===== config.mk =====
export PLATFORM = sky130hd
export DESIGN_NAME = fp_div_seq_flat
export DESIGN_NICKNAME = d
export VERILOG_FILES = /design/src/rtl/fp_pkg.sv /design/src/rtl/fp_div_seq_if.sv /design/src/rtl/fp_div_norm.sv /design/src/rtl/fp_div_seq.sv /design/src/flat_wrapper.sv
export SDC_FILE = /design/constraint.sdc
export NUM_CORES = 1
export LEC_CHECK = 0
export ABC_AREA = 1
export CAP_MARGIN = 20
export CORE_MARGIN = 2
export CORE_UTILIZATION = 43
export DETAILED_ROUTE_END_ITERATION = 6
export PLACE_DENSITY = 0.62
export SYNTH_ARGS = -nofsm -noshare
export SYNTH_HDL_FRONTEND = slang
export SYNTH_SLANG_ARGS = --single-unit

===== constraint.sdc =====
create_clock -name clk -period 3.4 [get_ports clk]
set_input_delay 1.02 -clock clk [delete_from_list [all_inputs] [get_ports clk]]
set_output_delay 1.02 -clock clk [all_outputs]
set_load 0.02 [all_outputs]

===== src/rtl/fp_pkg.sv =====
// Shared fp32 definitions for the float arithmetic unit: field layout, exponent
// constants and the divider's state/special-case encodings.
package fp_pkg;

   typedef struct packed {
      logic        sign;
      logic [7:0]  exp;
      logic [22:0] frac;
   } fp32_t;

   localparam int unsigned FP_BIAS    = 127;
   localparam logic [7:0]  FP_EXP_MAX = 8'hFF;

   typedef enum logic [1:0] {
      ST_IDLE,
      ST_DIVIDE,
      ST_NORM
   } state_e;

   typedef enum logic [1:0] {
      SP_NONE,
      SP_DBZ,
      SP_ZERO
   } special_e;

   // Biased quotient exponent, 10-bit two's complement so under/overflow stay visible
   function automatic logic [9:0] fp_exp_diff(input logic [7:0] exp_a, input logic [7:0] exp_b);
      return {2'b00, exp_a} - {2'b00, exp_b} + 10'(FP_BIAS);
   endfunction

endpackage


===== src/rtl/fp_div_seq_if.sv =====
// Operand/result bundle of the sequential fp32 divider; the divider is the slave,
// whoever issues operations is the master.
interface fp_div_seq_if;
   logic        start;
   logic [31:0] A;
   logic [31:0] B;
   logic        busy;
   logic        done;
   logic [31:0] result;
   logic        overflow;
   logic        underflow;
   logic        div_by_zero;

   modport master (
      output start, A, B,
      input  busy, done, result, overflow, underflow, div_by_zero
   );

   modport slave (
      input  start, A, B,
      output busy, done, result, overflow, underflow, div_by_zero
   );
endinterface


===== src/rtl/fp_div_norm.sv =====
// Combinational normalise/round/flag stage of the fp32 divider.
// FPDIV_ROUND_EN selects round-to-nearest-even; otherwise the mantissa is truncated.
module fp_div_norm
   import fp_pkg::*;
(
   input  logic        sign_i,
   input  logic [9:0]  exp_i,
   input  logic [25:0] quo_i,
   input  logic        rem_nz_i,
   output logic [31:0] result_o,
   output logic        overflow_o,
   output logic        underflow_o
);

   logic [22:0] mant;
   logic        guard;
   logic        sticky;
   logic [9:0]  exp_n;
   fp32_t       res;
`ifdef FPDIV_ROUND_EN
   logic [23:0] mant_rnd;
`else
   logic        unused_rnd;
   assign unused_rnd = guard | sticky;
`endif

   always_comb begin
      mant        = '0;
      guard       = 1'b0;
      sticky      = 1'b0;
      exp_n       = exp_i;
      res         = '0;
      overflow_o  = 1'b0;
      underflow_o = 1'b0;

      // Quotient lies in (0.5, 2): bit 25 carries weight 2^0
      if (quo_i[25]) begin
         mant   = quo_i[24:2];
         guard  = quo_i[1];
         sticky = quo_i[0] | rem_nz_i;
      end else begin
         mant   = quo_i[23:1];
         guard  = quo_i[0];
         sticky = rem_nz_i;
         exp_n  = exp_i - 10'd1;
      end

`ifdef FPDIV_ROUND_EN
      mant_rnd = {1'b0, mant} + 24'(guard & (sticky | mant[0]));
      if (mant_rnd[23]) begin
         exp_n = exp_n + 10'd1;
      end
      mant = mant_rnd[22:0];
`endif

      if (!exp_n[9] && (exp_n[8:0] >= 9'd255)) begin
         overflow_o = 1'b1;
         res.sign   = sign_i;
         res.exp    = FP_EXP_MAX;
         res.frac   = '0;
      end else if (exp_n[9] || (exp_n == 10'd0)) begin
         underflow_o = 1'b1;
         res.sign    = sign_i;
      end else begin
         res.sign = sign_i;
         res.exp  = exp_n[7:0];
         res.frac = mant;
      end
   end

   assign result_o = res;

endmodule


===== src/rtl/fp_div_seq.sv =====
// Iterative fp32 divider: restoring mantissa division, one quotient bit per clock.
// Rounding mode follows FPDIV_ROUND_EN (see fp_div_norm).
module fp_div_seq
   import fp_pkg::*;
(
   input  logic        clk,
   input  logic        rst,
   fp_div_seq_if.slave bus
);

   state_e      state_q,   state_d;
   special_e    special_q, special_d;
   logic        sign_q,    sign_d;
   logic [9:0]  exp_q,     exp_d;
   logic [25:0] rem_q,     rem_d;
   logic [25:0] dvs_q,     dvs_d;
   logic [25:0] quo_q,     quo_d;
   logic [4:0]  cnt_q,     cnt_d;
   logic [31:0] result_q,  result_d;
   logic        ovf_q,     ovf_d;
   logic        unf_q,     unf_d;
   logic        dbz_q,     dbz_d;
   logic        done_q,    done_d;

   logic [25:0] diff;
   logic [31:0] norm_res;
   logic        norm_ovf;
   logic        norm_unf;

   fp_div_norm u_norm (
      .sign_i      (sign_q),
      .exp_i       (exp_q),
      .quo_i       (quo_q),
      .rem_nz_i    (|rem_q),
      .result_o    (norm_res),
      .overflow_o  (norm_ovf),
      .underflow_o (norm_unf)
   );

   assign diff = rem_q - dvs_q;

   always_comb begin
      state_d   = state_q;
      special_d = special_q;
      sign_d    = sign_q;
      exp_d     = exp_q;
      rem_d     = rem_q;
      dvs_d     = dvs_q;
      quo_d     = quo_q;
      cnt_d     = cnt_q;
      result_d  = result_q;
      ovf_d     = ovf_q;
      unf_d     = unf_q;
      dbz_d     = dbz_q;
      done_d    = 1'b0;

      case (state_q)
         ST_IDLE: begin
            if (bus.start) begin
               sign_d = bus.A[31] ^ bus.B[31];
               exp_d  = fp_exp_diff(bus.A[30:23], bus.B[30:23]);
               rem_d  = {2'b01, bus.A[22:0]};
               dvs_d  = {2'b01, bus.B[22:0]};
               quo_d  = '0;
               cnt_d  = '0;
               ovf_d  = 1'b0;
               unf_d  = 1'b0;
               dbz_d  = 1'b0;
               // Special cases skip the division and resolve in NORM one edge later
               if (bus.B[30:23] == 8'h00) begin
                  special_d = SP_DBZ;
                  state_d   = ST_NORM;
               end else if (bus.A[30:23] == 8'h00) begin
                  special_d = SP_ZERO;
                  state_d   = ST_NORM;
               end else begin
                  special_d = SP_NONE;
                  state_d   = ST_DIVIDE;
               end
            end
         end

         ST_DIVIDE: begin
            quo_d = {quo_q[24:0], ~diff[25]};
            rem_d = (diff[25] ? rem_q : diff) << 1;
            cnt_d = cnt_q + 5'd1;
            if (cnt_q == 5'd25) begin
               state_d = ST_NORM;
            end
         end

         ST_NORM: begin
            done_d  = 1'b1;
            state_d = ST_IDLE;
            case (special_q)
               SP_DBZ: begin
                  result_d = {sign_q, FP_EXP_MAX, 23'h0};
                  dbz_d    = 1'b1;
               end
               SP_ZERO: begin
                  result_d = {sign_q, 31'h0};
               end
               default: begin
                  result_d = norm_res;
                  ovf_d    = norm_ovf;
                  unf_d    = norm_unf;
               end
            endcase
         end

         default: state_d = ST_IDLE;
      endcase
   end

   always_ff @(posedge clk) begin
      if (rst) begin
         state_q   <= ST_IDLE;
         special_q <= SP_NONE;
         sign_q    <= 1'b0;
         exp_q     <= '0;
         rem_q     <= '0;
         dvs_q     <= '0;
         quo_q     <= '0;
         cnt_q     <= '0;
         result_q  <= '0;
         ovf_q     <= 1'b0;
         unf_q     <= 1'b0;
         dbz_q     <= 1'b0;
         done_q    <= 1'b0;
      end else begin
         state_q   <= state_d;
         special_q <= special_d;
         sign_q    <= sign_d;
         exp_q     <= exp_d;
         rem_q     <= rem_d;
         dvs_q     <= dvs_d;
         quo_q     <= quo_d;
         cnt_q     <= cnt_d;
         result_q  <= result_d;
         ovf_q     <= ovf_d;
         unf_q     <= unf_d;
         dbz_q     <= dbz_d;
         done_q    <= done_d;
      end
   end

   assign bus.busy        = (state_q != ST_IDLE);
   assign bus.done        = done_q;
   assign bus.result      = result_q;
   assign bus.overflow    = ovf_q;
   assign bus.underflow   = unf_q;
   assign bus.div_by_zero = dbz_q;

endmodule


===== src/flat_wrapper.sv =====
// flat-port wrapper written by rule: the top's interface ports become plain ports
module fp_div_seq_flat import fp_pkg::*;
  (clk, rst, bus_start, bus_A, bus_B, bus_busy, bus_done, bus_result, bus_overflow, bus_underflow, bus_div_by_zero);
  fp_div_seq_if bus_i ();
  input  logic clk;
  input  logic rst;
  input wire logic [$bits(bus_i.start)-1:0] bus_start;
  input wire logic [$bits(bus_i.A)-1:0] bus_A;
  input wire logic [$bits(bus_i.B)-1:0] bus_B;
  output wire logic [$bits(bus_i.busy)-1:0] bus_busy;
  output wire logic [$bits(bus_i.done)-1:0] bus_done;
  output wire logic [$bits(bus_i.result)-1:0] bus_result;
  output wire logic [$bits(bus_i.overflow)-1:0] bus_overflow;
  output wire logic [$bits(bus_i.underflow)-1:0] bus_underflow;
  output wire logic [$bits(bus_i.div_by_zero)-1:0] bus_div_by_zero;
  assign bus_i.start = bus_start;
  assign bus_i.A = bus_A;
  assign bus_i.B = bus_B;
  assign bus_busy = bus_i.busy;
  assign bus_done = bus_i.done;
  assign bus_result = bus_i.result;
  assign bus_overflow = bus_i.overflow;
  assign bus_underflow = bus_i.underflow;
  assign bus_div_by_zero = bus_i.div_by_zero;
  fp_div_seq u_core (.clk(clk), .rst(rst), .bus(bus_i));
endmodule

==> results.py, run 1 <==
metrics = {
    "final_layout": {
        "insertedDiodeCount": 0,
        "area_growth_pct": 21.09,
        "final_common_cell": "nand2_1",
        "fillers": 1972,
        "final_layout_size_suffix_gt1_share_pct": 9.145,
        "mostFrequentLayoutCells": "nand2_1, inv_1, dfxtp_1",
        "nets": 1449,
    },
    "clock_tree": {
        "cts_buffer_depth": 2,
        "cts_sinks": 132,
        "h-tree-depth": 4,
        "post-cts-setup-buffers": 0,
        "post_cts_resize_count": 0,
        "cts.clk_slew.worst_paths_ps": 60,
        "cts_buffers": 17,
        "cts_tree": "built",
        "worstSkewPairLatency_ps": 420,
        "clk_root_buffer_cell": "clkbuf_16",
        "postCtsHoldBufs": 0,
    },
    "timing": {
        "slew_viol_final": 0,
        "skew_ps": 10.59,
        "worst_pin_slew_ps": 795.8,
        "timing.setup.tns_ps": 0,
        "timing.final.crit_period_ps": 2917,
        "grt_setup_unrepaired": "false",
        "max_freq_mhz": 342.8,
        "hold_viol": 0,
        "post-route-period-util_pct": 85.79,
        "setup_viol_count_final": 0,
        "slew_headroom_pct": 46.94,
    },
    "critical_path": {
        "crit_buf_inv": 5,
        "worstSetupEndpointType": "flop",
        "arrival_ps": 3240,
        "start_kind": "input port",
        "cp_slowest_stage_delay_ps": 480,
        "required_ps": 3720,
        "crit_fanout": 3,
        "crit_family": "buffers and inverters",
        "crit_type": "input port to flop",
        "path_cells": "clkdlybuf4s50_1 > inv_1 > ha_1 > inv_1 > fa_1 > inv_1 > ha_1 > inv_1 > nor2_1 > nand2_1 > nor2_1 > nand3_1 > nand3_1 > nand2_1 > nor2_1 > nor2_1",
        "slowest_stage": "clkdlybuf4s50_1",
        "r2r_slack_ps": 570,
    },
    "floorplanning": {
        "rows": 50,
        "io_pins": 104,
        "dieHeight_um": 143.3,
        "die_w_um": 143.3,
        "core_mm2": 0.01889,
        "dieArea_mm2": 0.02053,
        "start_util_pct": 44.15,
    },
    "global_routing": {
        "grt-ovfl-total": 0,
        "antenna_found_initial": 0,
        "grt_pass1_wl_mm": 35.36,
        "grtUsageTotal_pct": 21.19,
        "grt_max_degree": 84,
        "grt_pass1_vias": 7557,
    },
    "yosys": {
        "yosysSeqAreaShare_pct": 31.68,
        "syn_inst": 1262,
        "ys.flop_type": "dfxtp_1",
        "ys_seq_elements": 132,
        "ys_warn_count": 0,
        "syn-cell-area_mm2": 0.008340,
        "syn_area_per_cell_um2": 6.609,
        "async_flop_share_pct": 0,
        "synth_edf_count": 0,
        "synth_nets": 1368,
        "synthDistinctLibCells": 45,
    },
    "flow_run": {
        "max_cap_violations": 0,
    },
    "routing": {
        "drc_errors": 0,
        "antenna_left": 0,
        "drt-vias-per-instance": 5.003,
        "vias": 8085,
        "wl_per_cell_um": 12.74,
        "drt_pass1_iterations": 5,
        "routed_wl_mm": 20.60,
        "drtIter0Drc": 407,
    },
    "power": {
        "power_density_mw_per_mm2": 547.8,
        "sw_frac_of_total_pct": 38.86,
        "p_comb_share_pct": 37.2,
        "power_leakage_nw": 4.464,
        "total_power_mw": 5.533,
        "p_sw_mw": 2.150,
        "p_seq_share_pct": 31.3,
        "intPower_mw": 3.383,
        "vdd_drop_max_uv": 408.7,
        "power.share.clock_pct": 31.6,
    },
    "hold_path": {
        "hold_class": "flop to flop",
    },
    "placed_design": {
        "place_hpwl_mm": 15.14,
        "portBuffers": 103,
        "gp_congestion": 0.9118,
    },
    "run_status": {
        "status": "finished, final reports clean",
    },
}
## cells by family after synthesis
kind of cell / share of synthesized area [%]
simple gates: 30.93
buf+inv: 11.55
compound gates: 17.49
flops: 31.68
fa+ha+maj: 6.031
xor+xnor: 2.310
## state kept, by name, summed over array words and instances (netlist names)
| register | count |
|---|---|
| u_core.bus.result | 32 |
| u_core.quo_q | 26 |
| u_core.rem_q | 26 |
| u_core.dvs_q | 24 |
| u_core.exp_q | 10 |
| u_core.cnt_q | 5 |
| u_core.special_q | 2 |
| u_core.state_q | 2 |
| u_core.bus.div_by_zero | 1 |
| u_core.bus.done | 1 |
| u_core.bus.overflow | 1 |
| u_core.bus.underflow | 1 |
| u_core.sign_q | 1 |
## worst min-delay path, delay by kind of cell (launching register included)
| kind | cells | cell delay, ps |
|---|---|---|
| AOI/OAI and AO/OA | 1 | 50 |
| and+or+nand+nor | 1 | 60 |
| DFF | 1 | 310 |
## final cells by class
class                   instances  area [um^2]  area share, %
flip-flops and latches        132         2643          26.16
clock buffers                  18        429.2          4.249
well taps                     260        325.3          3.221
repair buffers                114         1121          11.10
multi-input cells             887         4737          46.90
clock inverters                14        126.4          1.251
inverters                     191        718.2          7.111
## layer usage
layer / vias up / GRT usage (%) / wire length, um
met5: - / 0 / 0
met3: 17 / 4.393 / 891
met1: 3703 / 28.74 / 10210
li1: 4235 / - / -
met4: 0 / 5.470 / 244
met2: 130 / 34.37 / 9245
## through the flow
stage / cells / cell area [um^2] / hold slack, ps / utilization (%) / setup WS (ps)
2_1_floorplan: 1262 / 8341 / 429.7 / - / 657.7
3_3_place_gp: 1584 / 9544 / 450.1 / 50.52 / 58.69
3_5_place_dp: 1584 / 9544 / 455.8 / 50.52 / 19.07
4_1_cts: 1616 / 10100 / 465.0 / 53.46 / 475.6
5_1_grt: 1616 / 10100 / 478.0 / 53.46 / 191.5
6_report: 1616 / 10100 / 463.1 / 53.46 / 483.2
## cell usage after synthesis (3+ instances only)
| cell type | instances | share of area [%] |
|---|---|---|
| nand2_1 | 369 | 17 |
| inv_1 | 185 | 8.3 |
| dfxtp_1 | 132 | 32 |
| a21oi_1 | 110 | 6.6 |
| nor2_1 | 81 | 3.6 |
| nand3_1 | 77 | 4.6 |
| o21ai_0 | 50 | 3.0 |
| clkbuf_1 | 37 | 1.7 |
| ha_1 | 37 | 5.6 |
| a211oi_1 | 24 | 2.2 |
| nand3_2 | 23 | 2.8 |
| a21oi_2 | 20 | 2.1 |
| o221a_2 | 16 | 2.2 |
| xor2_1 | 16 | 1.7 |
| nand4_1 | 15 | 1.1 |
| xnor2_1 | 6 | 0.63 |
| buf_1 | 5 | 0.23 |
| buf_4 | 5 | 0.45 |
| nor3_1 | 5 | 0.30 |
| buf_6 | 4 | 0.54 |
| inv_2 | 4 | 0.18 |
| nand2_2 | 4 | 0.30 |
| nor4_1 | 4 | 0.30 |
| or2_2 | 4 | 0.30 |
| a31oi_1 | 3 | 0.23 |
## power groups by stage
| stage | clock network, mW | registers [mW] | logic, mW |
|---|---|---|---|
| 2_1_floorplan | 0 | 1.75 | 1.59 |
| 3_3_place_gp | 0 | 1.76 | 2.04 |
| 3_5_place_dp | 0 | 1.76 | 2.04 |
| 4_1_cts | 1.78 | 1.73 | 2.05 |
| 5_1_grt | 1.86 | 1.74 | 2.37 |
| 6_report | 1.75 | 1.73 | 2.06 |
## worst paths after layout
check | startpoint | to | cells past startpoint
setup / recovery | bus_A[23] | u_core.exp_q[8] | 16
hold / removal | u_core.cnt_q[4] | u_core.cnt_q[4] | 2
setup reg to reg | u_core.quo_q[25] | u_core.bus.result[1] | 10
hold reg to reg | u_core.cnt_q[4] | u_core.cnt_q[4] | 2
Note: power is estimated with default switching activity, not from simulation.
==> run 2, diff against run 1 <==
Settings changed: DONT_BUFFER_PORTS set to 1, PLACE_DENSITY 0.62 to 0.56.
==> run 2 against run 1 <==
Against the previous run:
- count of clock-buffer cells in the layout decreased by 1
- non-clock buffer count shrank 105
- clock power increased by 11%
- critical path depth is 1 lower
- hold slack worse by 4.3 ps
- flip-flop and latch count unchanged
- combinational power down 5%
- cell area fell by 9.8%
- global-route usage about the same
- worst setup slack improved by 440 ps
- routed wire length increased by 1.0%
==> results.py, run 2 (synthesis gave the netlist of run 1 again) <==
metrics = {
    "global_routing": {
        "grtUsageTotal_pct": 21.22,
        "grt_pass1_wl_mm": 35.10,
        "antenna_found_initial": 1,
        "grt_max_degree": 84,
        "grt_pass1_vias": 7157,
        "grt-ovfl-total": 0,
    },
    "timing": {
        "slew_viol_final": 0,
        "timing.final.crit_period_ps": 2473,
        "skew_ps": 8.384,
        "timing.hold.ws_ps": 458.8,
        "worst_slack_ps": 926.7,
        "slew_headroom_pct": 48.53,
        "timing.setup.tns_ps": 0,
        "post-route-period-util_pct": 72.74,
        "grt_setup_unrepaired": "false",
        "max_freq_mhz": 404.3,
        "setup_viol_count_final": 0,
        "hold_viol": 0,
        "worst_pin_slew_ps": 772.0,
    },
    "power": {
        "total_power_mw": 5.641,
        "sw_frac_of_total_pct": 38.57,
        "power_leakage_nw": 4.096,
        "power_density_mw_per_mm2": 619.2,
        "p_seq_share_pct": 30.8,
        "vdd_drop_max_uv": 382.9,
        "p_comb_share_pct": 34.7,
        "intPower_mw": 3.465,
        "power.share.clock_pct": 34.5,
        "p_sw_mw": 2.176,
    },
    "routing": {
        "drc_errors": 0,
        "wl_per_cell_um": 13.76,
        "drt_pass1_iterations": 5,
        "vias": 7572,
        "routed_wl_mm": 20.81,
        "antenna_left": 0,
        "drtIter0Drc": 401,
        "drt-vias-per-instance": 5.008,
    },
    "final_layout": {
        "seqCellArea_mm2": 0.002643,
        "fin_area_mm2": 0.009110,
        "nets": 1344,
        "stdcell_count": 1512,
        "final_common_cell": "nand2_1",
        "largest_register_ffs": 32,
        "final_layout_size_suffix_gt1_share_pct": 9.752,
        "mostFrequentLayoutCells": "nand2_1, inv_1, dfxtp_1",
        "fin_util_pct": 48.22,
        "fillers": 2021,
        "area_growth_pct": 9.226,
        "multi_input_area_mm2": 0.004737,
    },
    "critical_path": {
        "arrival_ps": 2790,
        "crit_fanout": 3,
        "worstSetupEndpointType": "flop",
        "path_cells": "inv_1 > ha_1 > inv_1 > fa_1 > inv_1 > ha_1 > inv_1 > nor2_1 > nand2_1 > nor2_1 > nand3_1 > nand3_1 > nand2_1 > nor2_1 > nor2_1",
        "crit_type": "input port to flop",
        "slowest_stage": "fa_1",
        "cp_slowest_stage_delay_ps": 400,
        "r2r_slack_ps": 980,
        "required_ps": 3720,
        "start_kind": "input port",
    },
    "clock_tree": {
        "postCtsHoldBufs": 0,
        "cts_tree": "built",
        "cts_sinks": 132,
        "post-cts-setup-buffers": 0,
        "h-tree-depth": 4,
        "cts_buffer_depth": 2,
        "cts.clk_slew.worst_paths_ps": 60,
        "post_cts_resize_count": 0,
        "cts_buffers": 17,
        "worstSkewPairLatency_ps": 420,
        "clk_root_buffer_cell": "clkbuf_16",
    },
    "hold_path": {
        "hold_class": "flop to flop",
    },
    "floorplanning": {
        "dieHeight_um": 143.3,
        "rows": 50,
        "core_mm2": 0.01889,
        "start_util_pct": 44.15,
        "io_pins": 104,
        "dieArea_mm2": 0.02053,
        "die_w_um": 143.3,
    },
    "placed_design": {
        "placed_cell_area_mm2": 0.008491,
        "place_inst": 1479,
        "portBuffers": 0,
        "dp_worst_setup_slack_ps": 484.7,
        "gp_congestion": 0.8598,
        "place_hpwl_mm": 14.95,
    },
    "run_status": {
        "status": "finished, final reports clean",
    },
    "flow_run": {
        "max_cap_violations": 0,
    },
}
[run 2: cell count changes in the layout (fill, tap and decap cells not counted), sizes merged]
cell,before,now
inv,194,197
clkdlybuf4s50,102,0
clkinv,8,5
diode,0,1
bufinv,1,3
clkinvlp,2,1
buf,12,9
clkbuf,18,17
[run 2: path summary, 6_finish.rpt]
check	from	to	depth (start not counted)
max	bus_A[23]	u_core.exp_q[8]	15
min	u_core.sign_q	u_core.sign_q	2
max reg2reg	u_core.dvs_q[4]	u_core.rem_q[4]	16
min reg2reg	u_core.sign_q	u_core.sign_q	2
[run 2: layout make-up]
| cell class | instances | area share [%] |
|---|---|---|
| inverter | 191 | 7.884 |
| tap | 260 | 3.571 |
| sequential | 132 | 29.01 |
| clock inverter | 15 | 2.101 |
| timing repair buffer | 9 | 0.7417 |
| clock buffer | 17 | 4.670 |
| multi-input combinational | 887 | 52.00 |
| antenna | 1 | 0.02747 |
[run 2: power by group through the flow]
stage	clock network (mW)	logic, mW	registers [mW]
floorplan	0	1.59	1.75
global placement	0	1.94	1.77
detailed placement	0	1.95	1.77
CTS	1.99	1.96	1.74
global route	2.06	2.25	1.75
finish	1.95	1.96	1.74
[run 2: per-layer routing]
layer | GRT usage (%) | vias to the layer above | wire [um]
met4 | 5.108 | 0 | 193
met1 | 29.17 | 3408 | 10300
met5 | 0 | - | 0
li1 | - | 4025 | -
met3 | 5.131 | 15 | 1170
met2 | 33.57 | 124 | 9146
[run 2: critical path, delay by kind of cell]
family                     cells  cell delay (ps)
adders and majority gates      3              740
buffers and inverters          4              230
and+or+nand+nor                8              790
==> run 3, diff against run 2 <==
Clock period 3.4 ns to 2.4 ns, I/O delays scaled along.
==> run 3 against run 2 <==
Against the previous run:
- count of clock-buffer cells in the layout unchanged
- global-route usage is 0.070 points higher
- worst setup slack got worse by 760 ps
- via count up 1.5%
==> results.py, run 3 (synthesis gave the netlist of run 1 again) <==
metrics = {
    "run_status": {
        "status": "finished, final reports clean",
    },
    "clock_tree": {
        "postCtsHoldBufs": 0,
        "cts_tree": "built",
        "post-cts-setup-buffers": 0,
        "clk_root_buffer_cell": "clkbuf_16",
        "post_cts_resize_count": 0,
        "worstSkewPairLatency_ps": 430,
        "cts.clk_slew.worst_paths_ps": 70,
        "h-tree-depth": 4,
        "cts_buffer_depth": 2,
        "cts_buffers": 17,
        "cts_sinks": 132,
    },
    "final_layout": {
        "mostFrequentLayoutCells": "nand2_1, inv_1, dfxtp_1",
        "fin_area_mm2": 0.009320,
        "nets": 1364,
        "multi_input_area_mm2": 0.004787,
        "fillers": 2026,
        "final_layout_size_suffix_gt1_share_pct": 12.04,
        "seqCellArea_mm2": 0.002643,
        "final_common_cell": "nand2_1",
        "largest_register_ffs": 32,
        "area_growth_pct": 11.75,
    },
    "timing": {
        "skew_ps": 14.51,
        "worst_pin_slew_ps": 1021,
        "hold_viol": 0,
        "slew_viol_final": 0,
        "slew_headroom_pct": 31.85,
        "post-route-period-util_pct": 92.99,
        "setup_viol_count_final": 0,
        "timing.final.crit_period_ps": 2232,
        "timing.hold.ws_ps": 351.1,
        "max_freq_mhz": 448.1,
        "grt_setup_unrepaired": "true",
    },
    "power": {
        "vdd_drop_max_uv": 586.1,
        "power_leakage_nw": 4.186,
        "power_density_mw_per_mm2": 851.8,
        "total_power_mw": 7.939,
    },
    "critical_path": {
        "arrival_ps": 2590,
        "crit_fanout": 3,
        "required_ps": 2760,
        "worstSetupEndpointType": "flop",
        "start_kind": "flop",
        "slowest_stage": "fa_1",
        "path_cells": "inv_1 > ha_1 > fa_1 > inv_1 > nand3_1 > nand3_1 > nand2_1 > nor2_1 > nand2_1 > nand3_1 > nand2_1 > nand2_1 > inv_1 > nand2_1 > nand2_1 > a21oi_1",
        "cp_slowest_stage_delay_ps": 420,
        "crit_path_frequent_cell": "nand2_1",
        "crit_type": "flop to flop",
    },
    "placed_design": {
        "placed_cell_area_mm2": 0.008726,
        "gp_congestion": 0.8614,
        "place_hpwl_mm": 15.05,
        "portBuffers": 0,
    },
    "routing": {
        "vias": 7683,
        "drt-vias-per-instance": 5.015,
        "drt_pass1_iterations": 5,
        "wl_per_cell_um": 13.74,
        "drc_errors": 0,
        "antenna_left": 0,
        "drtIter0Drc": 384,
        "routed_wl_mm": 21.05,
    },
    "floorplanning": {
        "io_pins": 104,
        "die_w_um": 143.3,
        "rows": 50,
        "dieArea_mm2": 0.02053,
        "start_util_pct": 44.15,
        "dieHeight_um": 143.3,
        "core_mm2": 0.01889,
    },
    "global_routing": {
        "grt-ovfl-total": 0,
        "grt_pass1_vias": 7281,
        "antenna_found_initial": 3,
        "grtUsageTotal_pct": 21.29,
        "grt_max_degree": 67,
        "grt_pass1_wl_mm": 35.20,
    },
    "flow_run": {
        "max_cap_violations": 0,
    },
    "hold_path": {
        "hold_class": "input port to flop",
    },
}
## run 3: final cells by class
cell class / count / area share, %
timing repair buffer: 29 / 2.873
antenna: 1 / 0.02685
clock buffer: 17 / 4.564
sequential: 132 / 28.35
tap: 260 / 3.490
multi-input combinational: 887 / 51.36
inverter: 191 / 7.840
clock inverter: 15 / 1.490
## run 3: where the power goes
group	total (mW)	internal, mW	switching [mW]
sequential	2.46	2.34	0.116
clock	2.50	1.37	1.13
combinational	2.97	1.05	1.93
## run 3: final timing paths
check,from,to,slack [ps],cells past startpoint
max,u_core.rem_q[0],u_core.rem_q[21],170,16
min,rst,u_core.bus.result[19],350,1
max reg2reg,u_core.rem_q[0],u_core.rem_q[21],170,16
min reg2reg,u_core.dvs_q[11],u_core.dvs_q[11],460,2
## run 3: critical path, delay by kind of cell (launching register included)
| kind | cells | cell delay [ps] |
|---|---|---|
| AO/OA/AOI/OAI | 1 | 110 |
| adder cells (fa/ha/maj) | 2 | 620 |
| buffers and inverters | 3 | 180 |
| flip-flops | 1 | 350 |
| AND/OR/NAND/NOR | 10 | 890 |
## run 3: metrics by stage
stage	util (%)	setup slack (ps)	setup TNS (ps)	cells
2_1_floorplan	-	-3.944	-3.944	1262
3_3_place_gp	46.19	-63.77	-79.20	1499
3_5_place_dp	46.19	-93.41	-279.6	1499
4_1_cts	49.17	151.5	0	1531
5_1_grt	49.32	-47.66	-86.30	1531
6_report	49.33	168.2	0	1532
## run 3: metal layers
metal	vias to the layer above	wire, um	GRT usage [%]	share of wire (%)
li1	4064	-	-	-
met2	142	9082	33.09	43
met5	-	29	0	0.14
met4	4	247	5.624	1.2
met3	24	1137	5.332	5.4
met1	3449	10550	29.44	50
